`src/rtl/valu_elem_seq_if.sv`:
```
// valu_elem_seq_if: instruction, ALU-operand and writeback signals of the element sequencer.
interface valu_elem_seq_if #(
    parameter int VLMAX = 8,
    parameter int IW    = $clog2(VLMAX) + 1
);
    logic                start;
    logic                start_ready;
    logic [4:0]          op;
    logic [IW-1:0]       vl;
    logic                vm_en;
    logic                use_scalar;
    logic [31:0]         scalar;
    logic [32*VLMAX-1:0] vs1_data;
    logic [32*VLMAX-1:0] vs2_data;
    logic [VLMAX-1:0]    v0_mask;
    logic [31:0]         alu_opd1;
    logic [31:0]         alu_opd2;
    logic [4:0]          alu_op;
    logic                alu_vm;
    logic [31:0]         alu_result;
    logic                wb_valid;
    logic                wb_ready;
    logic [IW-1:0]       wb_idx;
    logic [31:0]         wb_data;
    logic                busy;
    logic                done;
    modport master (
        output start, op, vl, vm_en, use_scalar, scalar, vs1_data, vs2_data, v0_mask,
               alu_result, wb_ready,
        input  start_ready, alu_opd1, alu_opd2, alu_op, alu_vm, wb_valid, wb_idx, wb_data,
               busy, done
    );
    modport slave (
        input  start, op, vl, vm_en, use_scalar, scalar, vs1_data, vs2_data, v0_mask,
               alu_result, wb_ready,
        output start_ready, alu_opd1, alu_opd2, alu_op, alu_vm, wb_valid, wb_idx, wb_data,
               busy, done
    );
endinterface

```
`src/rtl/valu_elem_seq.sv`:
```
// valu_elem_seq: steps one vector instruction through the ALU an element per cycle, with a registered writeback stream.
module valu_elem_seq #(
    parameter int VLMAX = 8
) (
    input logic           clk,
    input logic           rst,
    valu_elem_seq_if.slave bus
);
    localparam int IW = $clog2(VLMAX) + 1;
    localparam int EW = $clog2(VLMAX);
    typedef enum logic [1:0] {IDLE, RUN, DRAIN, DONE} state_t;
    state_t              state_q, state_d;
    logic [IW-1:0]       idx_q, idx_d, vl_q, vl_d, wb_idx_q, wb_idx_d, vl_clamp;
    logic [4:0]          op_q, op_d;
    logic                vm_en_q, vm_en_d, use_scalar_q, use_scalar_d, wb_valid_q, wb_valid_d;
    logic [31:0]         scalar_q, scalar_d, wb_data_q, wb_data_d;
    logic [32*VLMAX-1:0] vs1_q, vs1_d, vs2_q, vs2_d;
    logic [VLMAX-1:0]    mask_q, mask_d;
    logic [EW-1:0]       eidx;
    logic                accept, run, issue, last, retire;
    assign bus.start_ready = (state_q == IDLE) && !rst;
    assign accept   = bus.start && bus.start_ready;
    assign vl_clamp = (bus.vl > IW'(VLMAX)) ? IW'(VLMAX) : bus.vl;
    assign run      = state_q == RUN;
    assign issue    = run && (!wb_valid_q || bus.wb_ready);
    assign retire   = wb_valid_q && bus.wb_ready;
    assign last     = idx_q == vl_q - IW'(1);
    // idx reaches vl_q only after the final issue, when the ALU ports are gated off anyway
    assign eidx     = idx_q[EW-1:0];
    assign bus.alu_opd1 = run ? vs2_q[32*eidx +: 32] : '0;
    assign bus.alu_opd2 = !run ? '0 : use_scalar_q ? scalar_q : vs1_q[32*eidx +: 32];
    assign bus.alu_op   = run ? op_q : '0;
    assign bus.alu_vm   = run && (!vm_en_q || mask_q[eidx]);
    assign bus.wb_valid = wb_valid_q;
    assign bus.wb_idx   = wb_idx_q;
    assign bus.wb_data  = wb_data_q;
    assign bus.busy     = state_q != IDLE;
    assign bus.done     = state_q == DONE;
    always_comb begin
        op_d         = accept ? bus.op : op_q;
        vl_d         = accept ? vl_clamp : vl_q;
        vm_en_d      = accept ? bus.vm_en : vm_en_q;
        use_scalar_d = accept ? bus.use_scalar : use_scalar_q;
        scalar_d     = accept ? bus.scalar : scalar_q;
        vs1_d        = accept ? bus.vs1_data : vs1_q;
        vs2_d        = accept ? bus.vs2_data : vs2_q;
        mask_d       = accept ? bus.v0_mask : mask_q;
        idx_d        = accept ? '0 : issue ? idx_q + IW'(1) : idx_q;
        wb_data_d    = issue ? bus.alu_result : wb_data_q;
        wb_idx_d     = issue ? idx_q : wb_idx_q;
        wb_valid_d   = issue || (wb_valid_q && !bus.wb_ready);
        state_d      = accept ? ((vl_clamp == '0) ? DONE : RUN)
                     : (issue && last) ? DRAIN
                     : (state_q == DRAIN && retire) ? DONE
                     : (state_q == DONE) ? IDLE
                     : state_q;
    end
    always_ff @(posedge clk) begin
        if (rst) begin
            state_q      <= IDLE;
            idx_q        <= '0;
            vl_q         <= '0;
            op_q         <= '0;
            vm_en_q      <= 1'b0;
            use_scalar_q <= 1'b0;
            scalar_q     <= '0;
            vs1_q        <= '0;
            vs2_q        <= '0;
            mask_q       <= '0;
            wb_valid_q   <= 1'b0;
            wb_idx_q     <= '0;
            wb_data_q    <= '0;
        end else begin
            state_q      <= state_d;
            idx_q        <= idx_d;
            vl_q         <= vl_d;
            op_q         <= op_d;
            vm_en_q      <= vm_en_d;
            use_scalar_q <= use_scalar_d;
            scalar_q     <= scalar_d;
            vs1_q        <= vs1_d;
            vs2_q        <= vs2_d;
            mask_q       <= mask_d;
            wb_valid_q   <= wb_valid_d;
            wb_idx_q     <= wb_idx_d;
            wb_data_q    <= wb_data_d;
        end
    end
endmodule

```
`src/flat_wrapper.sv`:
```
// flat-port wrapper written by rule: the top's interface ports become plain ports
module valu_elem_seq_flat 
#(
    parameter int VLMAX = 8
)
  (clk, rst, bus_start, bus_op, bus_vl, bus_vm_en, bus_use_scalar, bus_scalar, bus_vs1_data, bus_vs2_data, bus_v0_mask, bus_alu_result, bus_wb_ready, bus_start_ready, bus_alu_opd1, bus_alu_opd2, bus_alu_op, bus_alu_vm, bus_wb_valid, bus_wb_idx, bus_wb_data, bus_busy, bus_done);
  valu_elem_seq_if #(.VLMAX(VLMAX)) bus_i ();
  input logic clk;
  input logic rst;
  input wire logic [$bits(bus_i.start)-1:0] bus_start;
  input wire logic [$bits(bus_i.op)-1:0] bus_op;
  input wire logic [$bits(bus_i.vl)-1:0] bus_vl;
  input wire logic [$bits(bus_i.vm_en)-1:0] bus_vm_en;
  input wire logic [$bits(bus_i.use_scalar)-1:0] bus_use_scalar;
  input wire logic [$bits(bus_i.scalar)-1:0] bus_scalar;
  input wire logic [$bits(bus_i.vs1_data)-1:0] bus_vs1_data;
  input wire logic [$bits(bus_i.vs2_data)-1:0] bus_vs2_data;
  input wire logic [$bits(bus_i.v0_mask)-1:0] bus_v0_mask;
  input wire logic [$bits(bus_i.alu_result)-1:0] bus_alu_result;
  input wire logic [$bits(bus_i.wb_ready)-1:0] bus_wb_ready;
  output wire logic [$bits(bus_i.start_ready)-1:0] bus_start_ready;
  output wire logic [$bits(bus_i.alu_opd1)-1:0] bus_alu_opd1;
  output wire logic [$bits(bus_i.alu_opd2)-1:0] bus_alu_opd2;
  output wire logic [$bits(bus_i.alu_op)-1:0] bus_alu_op;
  output wire logic [$bits(bus_i.alu_vm)-1:0] bus_alu_vm;
  output wire logic [$bits(bus_i.wb_valid)-1:0] bus_wb_valid;
  output wire logic [$bits(bus_i.wb_idx)-1:0] bus_wb_idx;
  output wire logic [$bits(bus_i.wb_data)-1:0] bus_wb_data;
  output wire logic [$bits(bus_i.busy)-1:0] bus_busy;
  output wire logic [$bits(bus_i.done)-1:0] bus_done;
  assign bus_i.start = bus_start;
  assign bus_i.op = bus_op;
  assign bus_i.vl = bus_vl;
  assign bus_i.vm_en = bus_vm_en;
  assign bus_i.use_scalar = bus_use_scalar;
  assign bus_i.scalar = bus_scalar;
  assign bus_i.vs1_data = bus_vs1_data;
  assign bus_i.vs2_data = bus_vs2_data;
  assign bus_i.v0_mask = bus_v0_mask;
  assign bus_i.alu_result = bus_alu_result;
  assign bus_i.wb_ready = bus_wb_ready;
  assign bus_start_ready = bus_i.start_ready;
  assign bus_alu_opd1 = bus_i.alu_opd1;
  assign bus_alu_opd2 = bus_i.alu_opd2;
  assign bus_alu_op = bus_i.alu_op;
  assign bus_alu_vm = bus_i.alu_vm;
  assign bus_wb_valid = bus_i.wb_valid;
  assign bus_wb_idx = bus_i.wb_idx;
  assign bus_wb_data = bus_i.wb_data;
  assign bus_busy = bus_i.busy;
  assign bus_done = bus_i.done;
  valu_elem_seq #(.VLMAX(VLMAX)) u_core (.clk(clk), .rst(rst), .bus(bus_i));
endmodule
```
`config.mk`:
```
export PLATFORM = sky130hd
export DESIGN_NAME = valu_elem_seq_flat
export DESIGN_NICKNAME = d
export VERILOG_FILES = /design/src/rtl/valu_elem_seq_if.sv /design/src/rtl/valu_elem_seq.sv /design/src/flat_wrapper.sv
export SDC_FILE = /design/constraint.sdc
export NUM_CORES = 1
export LEC_CHECK = 0
export ABC_AREA = 1
export ABC_CLOCK_PERIOD_IN_PS = 1600
export BUFFER_PORTS_ARGS = -buffer_cell sky130_fd_sc_hd__buf_4
export CAP_MARGIN = 20
export CORE_AREA = 4 4 277 279
export CTS_BUF_LIST = sky130_fd_sc_hd__clkbuf_16
export DETAILED_ROUTE_END_ITERATION = 6
export DIE_AREA = 0 0 281 283
export PLACE_DENSITY = 0.59
export SLEW_MARGIN = 20
export SYNTH_ARGS = -nofsm -noshare
export SYNTH_HDL_FRONTEND = slang
export SYNTH_SLANG_ARGS = --single-unit
```
`constraint.sdc`:
```
create_clock -name clk -period 1.6 [get_ports clk]
set_input_delay 0.24 -clock clk [delete_from_list [all_inputs] [get_ports clk]]
set_output_delay 0.24 -clock clk [all_outputs]
set_load 0.05 [all_outputs]
```
==> results.yml <==
clocking:
  cts.root.buffer_cell: "clkbuf_16"
  clk_latency_ns: 0.61
  cts.sinks: 606
  clk_pin_slew_ns: 0.07
  clock_path_buffers: 3
  htreeDepth: 3
  cts_buffers: 71
  cts_tree: "built"
timing:
  layout_worst_path_cycle_share: 1.63
  holdWs_ns: 0.304
  finalSetupTns_ns: -120.03
  finalHoldViolCount: 0
  final-max-slew-violation-count: 0
  maxSlewHeadroom: 0.352
  worstMarginPinSlew_ns: 0.973
  setup_viol: 621
  rsz0062_at_grt: "true"
  fin_ws_ns: -1.01
  finClkSkew_ns: 0.0234
  period_minus_slack_ns: 2.61
  max_freq_mhz: 383
detailed_routing:
  viasPerCell: 5.32
  wl_um: 139000
  drc: 0
  ant_nets: 0
  firstDrtPassIters: 7
  num_vias: 32600
  initialDrtViolationCount: 3025
  wl_per_cell_um: 22.7
placed_design:
  dpl.hpwl_um: 84100
  pre_cts_ws_ns: -0.636
  routabilityCongestion: 0.921
  portBuffers: 708
finish:
  layout_common_cells: "1162 x nand2_1, 713 x buf_4, 601 x dfxtp_1"
  drive_gt1_frac: 0.297
  fillerInstances: 5999
  fin_nets: 5679
  final_common_cell: "nand2_1"
  area_delta_synth_final_pct: 82.2
critical_path:
  start_kind: "register"
  critPathMaxStageDelay_ns: 0.39
  crit_family: "buffers and inverters"
  path_buf_inv: 4
  slowest_stage: "dfxtp_4"
  path_max_fanout: 32
  cp.required_ns: 1.36
  worstPathCellList: "buf_12 -> inv_16 -> buf_16 -> a21oi_1 -> o21ai_1 -> nand3_1 -> and3_4 -> buf_6"
  crit_arrival_ns: 2.37
  criticalPathCategory: "reg2out"
  end_kind: "output pin"
synth:
  async_reset_ff_frac: 0
  synthTopCellsByArea: "dfxtp_1 47%, nand2_1 19%, nand3_1 14%, o21ai_0 4.7%, inv_1 2.8%"
  yosys.area_share.adder: 0.000972
  synth_nets: 4292
  synthFlopType: "dfxtp_1"
  synth.cell_area_um2: 25800
  synth_top_area_cell: "dfxtp_1"
  avgSynthCellArea_um2: 6.98
  yosys.area_share.xor_xnor: 0.000340
  synth_compound_area_frac: 0.0940
  postSynthCellCount: 3691
  synth-simple-area-share: 0.351
  synth_edf_count: 0
  synth_top_family_by_area: "simple AND/OR/NAND/NOR gates"
  ys_ff_latch: 606
  yosys.area.top_type_share: 0.471
  ys_warn_count: 0
  synth.distinct_cells: 28
  yosysSeqAreaShare: 0.471
  synthMuxAreaShare: 0
power_and_ir_drop:
  ir_drop_mv: 0.613
  p_total_mw: 45.0
  leakagePower_nw: 21.8
  powerDensity_nw_per_um2: 959
global_routing:
  antenna_found_initial: 20
  grt_use_total: 0.305
  grt_max_degree: 148
  grt_pass1_wl_um: 187000
  grt_pass1_vias: 31000
  overflow: 0
outcome:
  violations: "negative setup slack"
  status: "finished with violations"
floorplan:
  core_um2: 74200
  die_h_um: 283
  start_util: 0.347
  fp.dieW_um: 281
  io_pins: 709
  die-area_um2: 79500
  rows: 100
hold_path:
  min_path_type: "in2reg"
flow_run:
  maxCapViolCount: 0
==> path summary, 6_finish.rpt <==
check	startpoint	to	cells after the start	slack, ns
worst min-delay path	bus_start	u_core.vl_q[0]$_SDFFE_PP0P_	5	0.30
worst min register to register	u_core.vs2_q[191]$_SDFFE_PP0P_	u_core.vs2_q[191]$_SDFFE_PP0P_	2	0.46
worst max-delay path	u_core.idx_q[0]$_SDFFE_PP0P_	bus_alu_opd1[6]	8	-1.01
worst max register to register	u_core.state_q[0]$_SDFFE_PP0P_	u_core.vs2_q[53]$_SDFFE_PP0P_	12	-0.21
==> cell usage after synthesis (2+ instances only) <==
| master | n |
|---|---|
| nor2_1 | 83 |
| buf_4 | 3 |
| inv_2 | 5 |
| dfxtp_1 | 606 |
| buf_1 | 33 |
| o21ai_0 | 244 |
| and3_1 | 32 |
| inv_1 | 192 |
| a21oi_1 | 101 |
| a211oi_1 | 2 |
| ha_1 | 2 |
| nand3_1 | 721 |
| o21ai_1 | 27 |
| nand2_1 | 1297 |
| buf_6 | 10 |
| nor3_1 | 3 |
| clkbuf_1 | 118 |
| nand2_2 | 2 |
| o32ai_1 | 3 |
| buf_2 | 132 |
| o211ai_1 | 68 |
==> worst min-delay path, delay by kind of cell <==
| family | cells | cell delay, ns |
|---|---|---|
| buf+inv | 3 | 0.42 |
| simple gates | 1 | 0.12 |
| compound gates | 1 | 0.08 |
==> per-stage QoR <==
stage	instances	util	instance area [µm²]
after global placement	5238	0.446	33100
after detailed placement	5238	0.446	33100
final	6116	0.632	46900
after floorplan	3691	-	25800
after global routing	6108	0.632	46900
after CTS	6009	0.587	43500
==> cells by family (layout without fill, tap and decap cells) <==
logic type,count (synthesis),after routing
simple gates,2142,2143
flops,606,606
buf+inv,494,1929
compound gates,446,446
fa+ha+maj,2,2
xor+xnor,1,1
other cells,0,20
==> registers in the layout (all words and copies together) (netlist names) <==
signal,flops
u_core.bus.wb_idx,4
u_core.idx_q,4
u_core.vm_en_q,1
u_core.scalar_q,32
u_core.state_q,2
u_core.vs2_q,256
u_core.mask_q,8
u_core.bus.wb_valid,1
u_core.bus.wb_data,32
u_core.vs1_q,256
u_core.use_scalar_q,1
u_core.vl_q,4
u_core.op_q,5
==> final cells by class <==
cell class                      count  area (µm²)  area share
Timing Repair Buffer             1609       17100       0.364
Multi-Input combinational cell   2592       13400       0.285
Sequential cell                   606       12100       0.259
Clock buffer                       71        1780      0.0379
Tap cell                          969        1210      0.0258
Inverter                          197         802      0.0171
Clock inverter                     51         470      0.0100
Antenna cell                       20        50.0     0.00107
Timing Repair inverter              1        11.3    0.000240
==> where the power goes <==
part | switching, mW | total, mW | internal (mW)
Clock | 6.83 | 16.2 | 9.37
Sequential | 0.780 | 17.2 | 16.4
Combinational | 6.06 | 11.6 | 5.55
Total | 13.7 | 45.0 | 31.3
==> routing by layer <==
layer | share of wire | vias up | track usage
li1 | - | 14900 | -
met1 | 0.36 | 15400 | 0.353
met2 | 0.47 | 1830 | 0.518
met3 | 0.084 | 487 | 0.0566
met4 | 0.080 | 2 | 0.192
met5 | 0.00012 | - | 0
==> what timing repair did <==
item / 4_1_cts / 5_1_grt
gates resized for setup: 290 / 529
setup endpoints to repair: 110 / 651
endpoints found under the hold margin: 598 / 0
cloned: 26 / 61
pin swaps: 29 / 134
hold buffers: 597 / 0
buffers inserted: 27 / 38
No activity file was read; power rests on OpenSTA's default activity.
